File: src/rtl/sbox_word_sched.sv
// Shares one byte-wide AES sbox between key expansion (id 0) and round substitution (id 1),
// one byte per cycle. Define SBOX_SCHED_PIPE_EN to register sbox_o before capture.
module sbox_word_sched (
    input  logic        clk,
    input  logic        rst,
    input  logic [1:0]  req_valid,
    output logic [1:0]  req_ready,
    input  logic [31:0] req_word0,
    input  logic [31:0] req_word1,
    output logic [7:0]  sbox_lhs,
    input  logic [7:0]  sbox_o,
    output logic        rsp_valid,
    input  logic        rsp_ready,
    output logic        rsp_id,
    output logic [31:0] rsp_word
);

`ifdef SBOX_SCHED_PIPE_EN
    localparam logic [2:0] IDX_LAST = 3'd4;
`else
    localparam logic [2:0] IDX_LAST = 3'd3;
`endif

    typedef enum logic [1:0] {IDLE, SUB, RESP} state_t;

    state_t      state_q;
    logic [2:0]  idx_q;
    logic        prio_q;
    logic        id_q;
    logic [31:0] word_q;
    logic [31:0] res_q;

    logic        gnt_id;
    logic        accept;
    logic        cap_en;
    logic [2:0]  cap_idx;
    logic [7:0]  cap_byte;

    // Byte 0 is the most significant byte; out-of-range indices read as zero.
    function automatic logic [7:0] byte_of(input logic [31:0] w, input logic [2:0] i);
        logic [7:0] b;
        b = 8'h00;
        for (int k = 0; k < 4; k++) begin
            if (i == 3'(k)) b = w[8*(3-k) +: 8];
        end
        return b;
    endfunction

    always_comb begin
        gnt_id    = (req_valid == 2'b11) ? prio_q : req_valid[1];
        accept    = (state_q == IDLE) && (req_valid != 2'b00);
        req_ready = 2'b00;
        if (accept) req_ready = gnt_id ? 2'b10 : 2'b01;
    end

    always_comb begin
        sbox_lhs = 8'h00;
        if (state_q == SUB) sbox_lhs = byte_of(word_q, idx_q);
    end

`ifdef SBOX_SCHED_PIPE_EN
    logic [7:0] sbox_p1;

    always_ff @(posedge clk) begin
        sbox_p1 <= sbox_o;
    end

    // Capture lags presentation by one cycle, so the first SUB cycle writes nothing.
    always_comb begin
        cap_en   = (state_q == SUB) && (idx_q != 3'd0);
        cap_idx  = idx_q - 3'd1;
        cap_byte = sbox_p1;
    end
`else
    always_comb begin
        cap_en   = (state_q == SUB);
        cap_idx  = idx_q;
        cap_byte = sbox_o;
    end
`endif

    always_ff @(posedge clk) begin
        if (accept) word_q <= gnt_id ? req_word1 : req_word0;
        if (cap_en) begin
            for (int k = 0; k < 4; k++) begin
                if (cap_idx == 3'(k)) res_q[8*(3-k) +: 8] <= cap_byte;
            end
        end
    end

    always_ff @(posedge clk) begin
        if (rst) begin
            state_q <= IDLE;
            idx_q   <= 3'd0;
            prio_q  <= 1'b0;
            id_q    <= 1'b0;
        end else begin
            case (state_q)
                IDLE: begin
                    if (accept) begin
                        id_q    <= gnt_id;
                        prio_q  <= ~gnt_id;
                        idx_q   <= 3'd0;
                        state_q <= SUB;
                    end
                end
                SUB: begin
                    if (idx_q == IDX_LAST) state_q <= RESP;
                    else                   idx_q   <= idx_q + 3'd1;
                end
                RESP: begin
                    if (rsp_ready) state_q <= IDLE;
                end
                default: state_q <= IDLE;
            endcase
        end
    end

    // Response fields are forced to zero outside RESP so reset clears them without resetting data.
    always_comb begin
        rsp_valid = (state_q == RESP);
        rsp_id    = rsp_valid & id_q;
        rsp_word  = rsp_valid ? res_q : 32'h0;
    end

endmodule

File: config.mk
export PLATFORM = sky130hd
export DESIGN_NAME = sbox_word_sched
export DESIGN_NICKNAME = d
export VERILOG_FILES = /design/src/rtl/sbox_word_sched.sv
export SDC_FILE = /design/constraint.sdc
export NUM_CORES = 1
export LEC_CHECK = 0
export CORE_MARGIN = 4
export CORE_UTILIZATION = 44
export DETAILED_ROUTE_END_ITERATION = 8
export GPL_TIMING_DRIVEN = 0
export PLACE_DENSITY = 0.77
export SLEW_MARGIN = 40
export SYNTH_ARGS = -nofsm -noshare
export SYNTH_HDL_FRONTEND = slang
export SYNTH_SLANG_ARGS = --single-unit
File: constraint.sdc
create_clock -name clk -period 8.5 [get_ports clk]
set_clock_uncertainty 0.1 [all_clocks]
set_input_delay 2.55 -clock clk [delete_from_list [all_inputs] [get_ports clk]]
set_output_delay 2.55 -clock clk [all_outputs]
set_load 0.005 [all_outputs]
# Word level (Yosys, flattened, before mapping)
# Cells that the tools add are included.
[totals]
register_bits = 71
output_inout_bits = 44
word_cells = 51
[op_classes]
add_sub_neg = 1
n_eq_ne = 10
n_mux = 17
n_bitwise = 2
reduce_logical = 12
[ops]
columns = ["op", "n"]
rows = [
  ["$mux 32", 2],
  ["$mux 8", 5],
  ["$mux 2", 5],
  ["$reduce_and 2->1", 5],
  ["$eq 3x2->1 const B", 2],
  ["$mux 3", 2],
  ["$pmux 2 s3", 1],
  ["$pmux 3 s2", 1],
  ["$reduce_and 3->1", 2],
  ["$eq 2x2->1 const B", 2],
  ["$ne 2x1->1 const B", 2],
  ["$ne 2x2->1 const B", 2],
  ["$reduce_bool 2->1", 2],
  ["$add 3x1->3 const B", 1],
  ["$eq 3x1->1 const B", 1],
  ["$logic_not 3->1", 1],
  ["$eq 2x1->1 const B", 1],
  ["$logic_not 2->1", 1],
  ["$and 1x1->1", 1],
  ["$logic_and 1x1->1", 1],
  ["$mux 1", 1],
  ["$not 1->1", 1],
]

# Logic depth before layout (Yosys ltp)
[depth]
ltp_word = 6
depth_mapped = 7
depth_no_buf = 5

# Worst setup path after synthesis
# No wires, ideal clock.
[synth_timing]
kind = "in2out"
start = "input port req_valid[1]"
end = "output port req_ready[0]"
arrival_time_ns = 5.215
path_slack_ns = 0.635
path_stages = 3
path_buffers = 0
cell_sequence = "nor2_1 -> nor3_1 -> and2_1"
[synth_via]
elab_chain_cells = 4
word_cells_on_any_way = 6
cone_classes = "1 x eq/ne; 3 x mux; 2 x reduce/logical"
[synth_lines]
columns = ["element", "line_no", "source"]
rows = [
  ["start, declared", "6", "input logic [1:0] req_valid,"],
  ["$eq 2x2->1", "50", "gnt_id = (req_valid == 2'b11) ? prio_q : req_valid[1];"],
  ["$mux 1", "50", ""],
  ["$mux 2", "53", "if (accept) req_ready = gnt_id ? 2'b10 : 2'b01;"],
  ["$mux 2 *", "53", ""],
  ["end, declared", "7", "output logic [1:0] req_ready,"],
]
# Every way passes the cells marked *; elsewhere a longest branch is shown, timed or not.

# Worst setup path in the final report
# Same ends and word-level chain as after synthesis.

==> run summary <==
The run finished with clean final reports. The final number of hold-violating endpoints came out at 0. The post-route worst setup slack was 1.29 ns.

STA classifies the critical path startpoint as an input pin. Dividing the final minimum period by the clock period gives 84.8%. TritonCTS built the clock tree.

VDD sags by at most 0.0000805 V. The number of setup violations in the final report was 0; the starting density of the core was 45.2%. Dividing the synthesized area by the synthesized cell count gives 13.9 um^2. Static timing analysis puts the maximum clock frequency at 0.139 GHz.

The floorplan has 31 rows. Setup repair after global routing left no endpoint under its margin. After floorplanning, the core was sized to cover 7210 um^2.

After routing the design area is 4860 um^2. In this run the biggest area consumer among cell types represents 58.9% of the synthesized area. In this run the clock root is driven by a clkbuf_8. The filler cell count was 561; the post-synthesis cell area was 3260 um^2. Data arrival time of the critical path: 4.56 ns.

For this run the aggregate overflow at the end of global routing stands at 0. Wires add up to 7410 um. The number of synthesized register bits was 71; the critical path data required time was 5.85 ns. The via count of the first global-routing pass is 2365. Synthesis instantiated 33 different standard cells from the library. The analysis attributes to cell leakage a power of 1.76 nW.

The post-CTS setup repair buffer count is 0. The iteration-0 DRC count of the detailed router was 102; the sink count of the clock tree was 71. Sorting the synthesized cells by area gives the leading types as edfxtp_1 59%, mux2_2 11%, and2_1 6.9%, dfxtp_1 4.3%, a32o_1 2.5%.

After legalization and detailed placement, the total HPWL measured 5570 um. The die covers 8860 um^2. Global routing used 16.9% of the available tracks. The clock-pin slew reported for the worst setup and hold paths after clock tree synthesis is 0.08 ns. Total power density per cell area: 174 nW/um^2. Relative to the synthesized area, the layout overhead comes to 49.0%. Once the clock tree was built, the resizer swapped 0 gates to a different size.

The final weighted congestion in routability-driven placement is 0.793, and the number of vias in the routed layout is 2314. The cell count after synthesis came out at 235. For the standard cell area after detailed placement, the log shows 4620 um^2. The die is 94.1 um wide. The run gives 317 as the total nets after synthesis.

Total inserted antenna cells: 0. Hold is met by 0.374 ns. The global-route wire length before repair was 11300 um; the worst slack after detailed placement was 1.32 ns. The via density per instance was 4.88.

Summed over all instances, the cell type with the most area after synthesis is edfxtp_1. The count of nets left with antenna violations once routing finished came out at 0. The max-slew violation total from the final report was 0. The worst setup path is of the input pin to output pin kind. The buffer depth of the longest clock path is 2. In this run the count of I/O pins placed on the die edge is 121. Dividing the detail-routed wire length by the instance count gives 15.6 um. For this run, design rule violations remaining after detail routing come to 0. The clock latency on the worst-skew pair was 0.33 ns. The final layout contains 452 nets. Sequential cell area fraction in the yosys report: 63.2%. The die is 94.1 um tall. The number of I/O port buffers was 120; the depth of the CTS H-tree was 3. The number of buffers added by the clock tree synthesis step came out at 9. Across all register-to-register paths, the minimum setup slack is 6.21 ns. The first detailed-routing pass took 4 iterations.

The worst path needs 7.21 ns of the cycle, external delays included. The count of yosys warnings during synthesis was 0; the highest net fanout along the worst path was 8. Once layout is complete, the cells apart from fillers number 474. Entering global routing, the biggest net connects 18 pins. For the number of maximum-capacitance violations, the log shows 0.

The min-delay analysis places its worst path in the category flop to flop. Once placement completed, the tool counted placed cells totaling 458. The slew at the pin closest to its max-slew limit came out at 0.755 ns.

For this design, the CTS-stage hold fixing added 0 buffers. The logs give 0 for the initial antenna violation count and 844 uW for the power consumption. STA classifies the critical path endpoint as an output pin. The tightest slew margin relative to the limit came out at 49.5%.

The fraction of layout cells with a size suffix above 1 came out at 17.6%.
per-stage QoR:
step	util (%)	TNS [ns]
finish	67.4	0
global route	67.4	0
global placement	63.6	-1.29
detailed placement	64.0	0
floorplan	-	0
CTS	67.4	0
power breakdown:
part	leakage [nW]	internal, mW	switching (mW)	total [mW]
Combinational	0.978	0.0670	0.0430	0.110
Sequential	0.660	0.405	0.00603	0.411
Clock	0.123	0.196	0.128	0.324
Total	1.76	0.667	0.177	0.844
Yosys cell counts:
| master | number |
|---|---|
| a21o_1 | 1 |
| a21oi_1 | 13 |
| a31oi_1 | 1 |
| a32o_1 | 8 |
| and2_1 | 36 |
| and2b_1 | 1 |
| and3_1 | 1 |
| and3b_1 | 1 |
| buf_1 | 1 |
| buf_2 | 4 |
| buf_4 | 1 |
| buf_6 | 4 |
| clkbuf_1 | 3 |
| dfxtp_1 | 7 |
| edfxtp_1 | 64 |
| ha_1 | 5 |
| inv_1 | 7 |
| mux2_2 | 32 |
| nand2_1 | 8 |
| nand2b_1 | 8 |
| nand2b_4 | 1 |
| nand3_1 | 1 |
| nor2_1 | 5 |
| nor2b_1 | 1 |
| nor2b_4 | 1 |
| nor3_1 | 3 |
| nor3_2 | 1 |
| o211a_1 | 1 |
| o211ai_1 | 1 |
| o21ai_0 | 11 |
| o21ai_2 | 1 |
| o31ai_1 | 1 |
| or3_1 | 1 |
routing by layer:
layer | share of wire, % | track usage, %
met1 | 39 | 19.2
met2 | 52 | 29.8
met3 | 7.5 | 4.33
met4 | 2.0 | 7.22
met5 | 0 | 0
worst max-delay path: stages:
cell             delay (ns)
clkdlybuf4s50_1        0.55
nor2_1                 0.10
nor3_2                 0.39
buf_2                  0.31
and2_1                 0.16
clkdlybuf4s50_1        0.50
placed cells by master, fill, tap and decap left out, drive strengths merged:
| cell | instances |
|---|---|
| edfxtp | 64 |
| o31ai | 1 |
| nor2b | 2 |
| bufinv | 3 |
| and3b | 1 |
| a31oi | 1 |
| clkinv | 4 |
| a21o | 1 |
| and3 | 1 |
| nor3 | 4 |
| mux2 | 32 |
| a32o | 8 |
| and2b | 1 |
| or3 | 1 |
| o21ai | 12 |
| nand2 | 8 |
| nor2 | 5 |
| and2 | 36 |
| nand3 | 1 |
| ha | 5 |
| o211a | 1 |
| inv | 7 |
| dfxtp | 7 |
| o211ai | 1 |
| clkbuf | 12 |
| buf | 14 |
| nand2b | 9 |
| a21oi | 13 |
| clkdlybuf4s50 | 120 |
sequential cells by signal (all words and copies together) (netlist names):
register	cells
cap_idx	3
id_q	1
prio_q	1
res_q	32
state_q	2
word_q	32
worst paths after layout:
path              cells past startpoint           end    startpoint
setup reg to reg                      5     res_q[13]    cap_idx[0]
setup / recovery                      6  req_ready[0]  req_valid[1]
hold / removal                        2          id_q          id_q
hold reg to reg                       2          id_q          id_q
kinds of logic (layout without fill, tap and decap cells):
family | after synthesis | in the layout | synth area share (%)
and+or+nand+nor | 69 | 69 | 12.8
muxes | 32 | 32 | 11.0
adders and majority gates | 5 | 5 | 1.92
AOI/OAI and AO/OA | 38 | 38 | 7.59
buffers and inverters | 20 | 160 | 3.49
DFF | 71 | 71 | 63.2
final cells by class:
cell class	instances	area [um^2]	area share, %
Sequential cell	71	2060	42.4
Timing Repair Buffer	124	1230	25.2
Multi-Input combinational cell	144	1090	22.5
Clock buffer	9	124	2.55
Tap cell	99	124	2.55
Clock inverter	7	121	2.50
Buffer	13	87.6	1.80
Inverter	7	26.3	0.540
No activity file was read; power rests on OpenSTA's default activity.
==> variant: new RTL, same settings <==
Add a define of `SBOX_SCHED_PIPE_EN`.
--- a/src/rtl/sbox_word_sched.sv
+++ b/src/rtl/sbox_word_sched.sv
@@ -1,5 +1,7 @@
 // Shares one byte-wide AES sbox between key expansion (id 0) and round substitution (id 1),
 // one byte per cycle. Define SBOX_SCHED_PIPE_EN to register sbox_o before capture.
+`define SBOX_SCHED_PIPE_EN
+
 module sbox_word_sched (
     input  logic        clk,
     input  logic        rst,
Function: changed (a bounded check fails within 10 cycles, from zero or initial values and one cycle with rst high).
==> variant against the original RTL <==
  * Area after synthesis is 6.1% higher
  * Setup slack worse by 0.087 ns
  * Routed wire length hardly changed
  * Maximum frequency is 1.2% lower
  * Sequential cell count is 8 higher
  * Cell area is 2.3% higher
  * Power is 3.1% lower
  * Largest cell class unchanged
  * Non-clock buffer count is 6 lower
  * Global-route usage is 1.5 points lower
  * Critical path type unchanged
==> variant: results <==
set metrics [dict create \
    async_reset_ff_share_pct 0 \
    min_to "res_q[23]$_DFFE_PP_" \
    ir_drop_mv 0.08125 \
    synth_warnings 0 \
    rows 32 \
    rrSetupSlack_ns 6.30 \
    clk_pin_slew_ns 0.08 \
    status "finished clean" \
    cts_setup_buffers 0 \
    hold-worst-slack_ns 0.3840 \
    cp.arrival_ns 4.64 \
    min_path_cells 0 \
    min-delay-start "cap_byte[7]$_DFF_P_" \
    relSlewSlack_pct 55.81 \
    avgRoutedWirePerCell_um 15.24 \
    finalSetupViolations 0 \
    io_buffer_count 120 \
    hpwlAfterDp_mm 5.636 \
    synth_nets 332 \
    grt_max_degree 34 \
    p_leak_nw 1.772 \
    clockBufferDepth 2 \
    max_freq_mhz 137.1 \
    diodes 0 \
    swShare_pct 24.40 \
    num_vias 2393 \
    syn-instance-count 248 \
    vias_per_cell 4.924 \
    drive_gt1_share_pct 7.552 \
    worstReg2RegEnd "res_q[26]$_DFFE_PP_" \
    cts.htree.levels 3 \
    critPathMaxFanout 33 \
    cpMaxStageDelayCell "clkdlybuf4s50_1" \
    pre_cts_ws_ns 1.175 \
    drtIter0Drc 86 \
    placed_area_um2 4791 \
    rr_startpoint "idx_q[0]$_SDFFE_PP0P_" \
    grtUsageTotal_pct 15.39 \
    dp.cells 470 \
    synthTopCellsByCount "64 x edfxtp_1, 39 x and2_1, 32 x mux2_1, 15 x dfxtp_1, 13 x a21oi_1" \
    post_cts_resized 0 \
    fin_util_pct 64.75 \
    grt_pass1_wl_mm 11.41 \
    max_stage_delay_ns 0.60 \
    firstDrtPassIters 4 \
    synthTopCellsByArea "edfxtp_1 56%, mux2_1 10%, dfxtp_1 8.7%" \
    synth-edff-count 64 \
    nFillCells 618 \
    clock_insertion_delay_worst_skew_ns 0.35 \
    cts-buffers-inserted 9 \
    gp_congestion 0.7584 \
    cts.root.buffer_cell "clkbuf_8" \
    synth_cell_type_count 32 \
    layout.nets 463 \
    crit_family "buffers and inverters" \
    yosysSeqAreaShare_pct 64.19 \
]
-- variant: power groups by stage --
stage	clock, mW	sequential, mW	combinational, mW
after global routing	0.279	0.453	0.118
final	0.260	0.451	0.107
after detailed placement	0	0.460	0.108
after CTS	0.267	0.451	0.109
after floorplan	0	0.457	0.0486
after global placement	0	0.459	0.107
-- variant: worst max-delay path by stage --
stage,start,end
after floorplan,req_valid[1],req_ready[0]
after global placement,req_valid[1],req_ready[0]
after detailed placement,req_valid[1],req_ready[0]
after CTS,req_valid[1],req_ready[0]
after global routing,req_valid[1],req_ready[0]
final,req_valid[1],req_ready[0]
-- variant: cells by family after synthesis --
logic type,share of synthesized area (%)
mux,10.41
fa+ha+maj,2.530
buf+inv,2.313
simple gates,12.76
flops,64.19
compound gates,7.807
-- variant: cell type report --
class	instances	share of cell area (%)
Sequential cell	79	44.65
Timing Repair Buffer	120	24.13
Multi-Input combinational cell	152	23.30
Tap cell	102	2.564
Clock buffer	9	2.489
Clock inverter	7	1.257
Buffer	11	1.156
Inverter	6	0.4525
-- variant: per-layer routing --
layer	share of wire, %	GRT usage [%]	up-vias
met4	1.2	5.508	0
li1	-	-	1171
met5	0	0	-
met2	50	28.08	107
met1	40	16.49	1106
met3	9.1	5.119	9
-- variant: worst register-to-register path, cell delays in order, from the launching register on --
cell and delay, ns:
dfxtp_1 0.43, inv_1 0.13, ha_1 0.24, or3_1 0.37, a21oi_1 0.17, and2_1 0.42
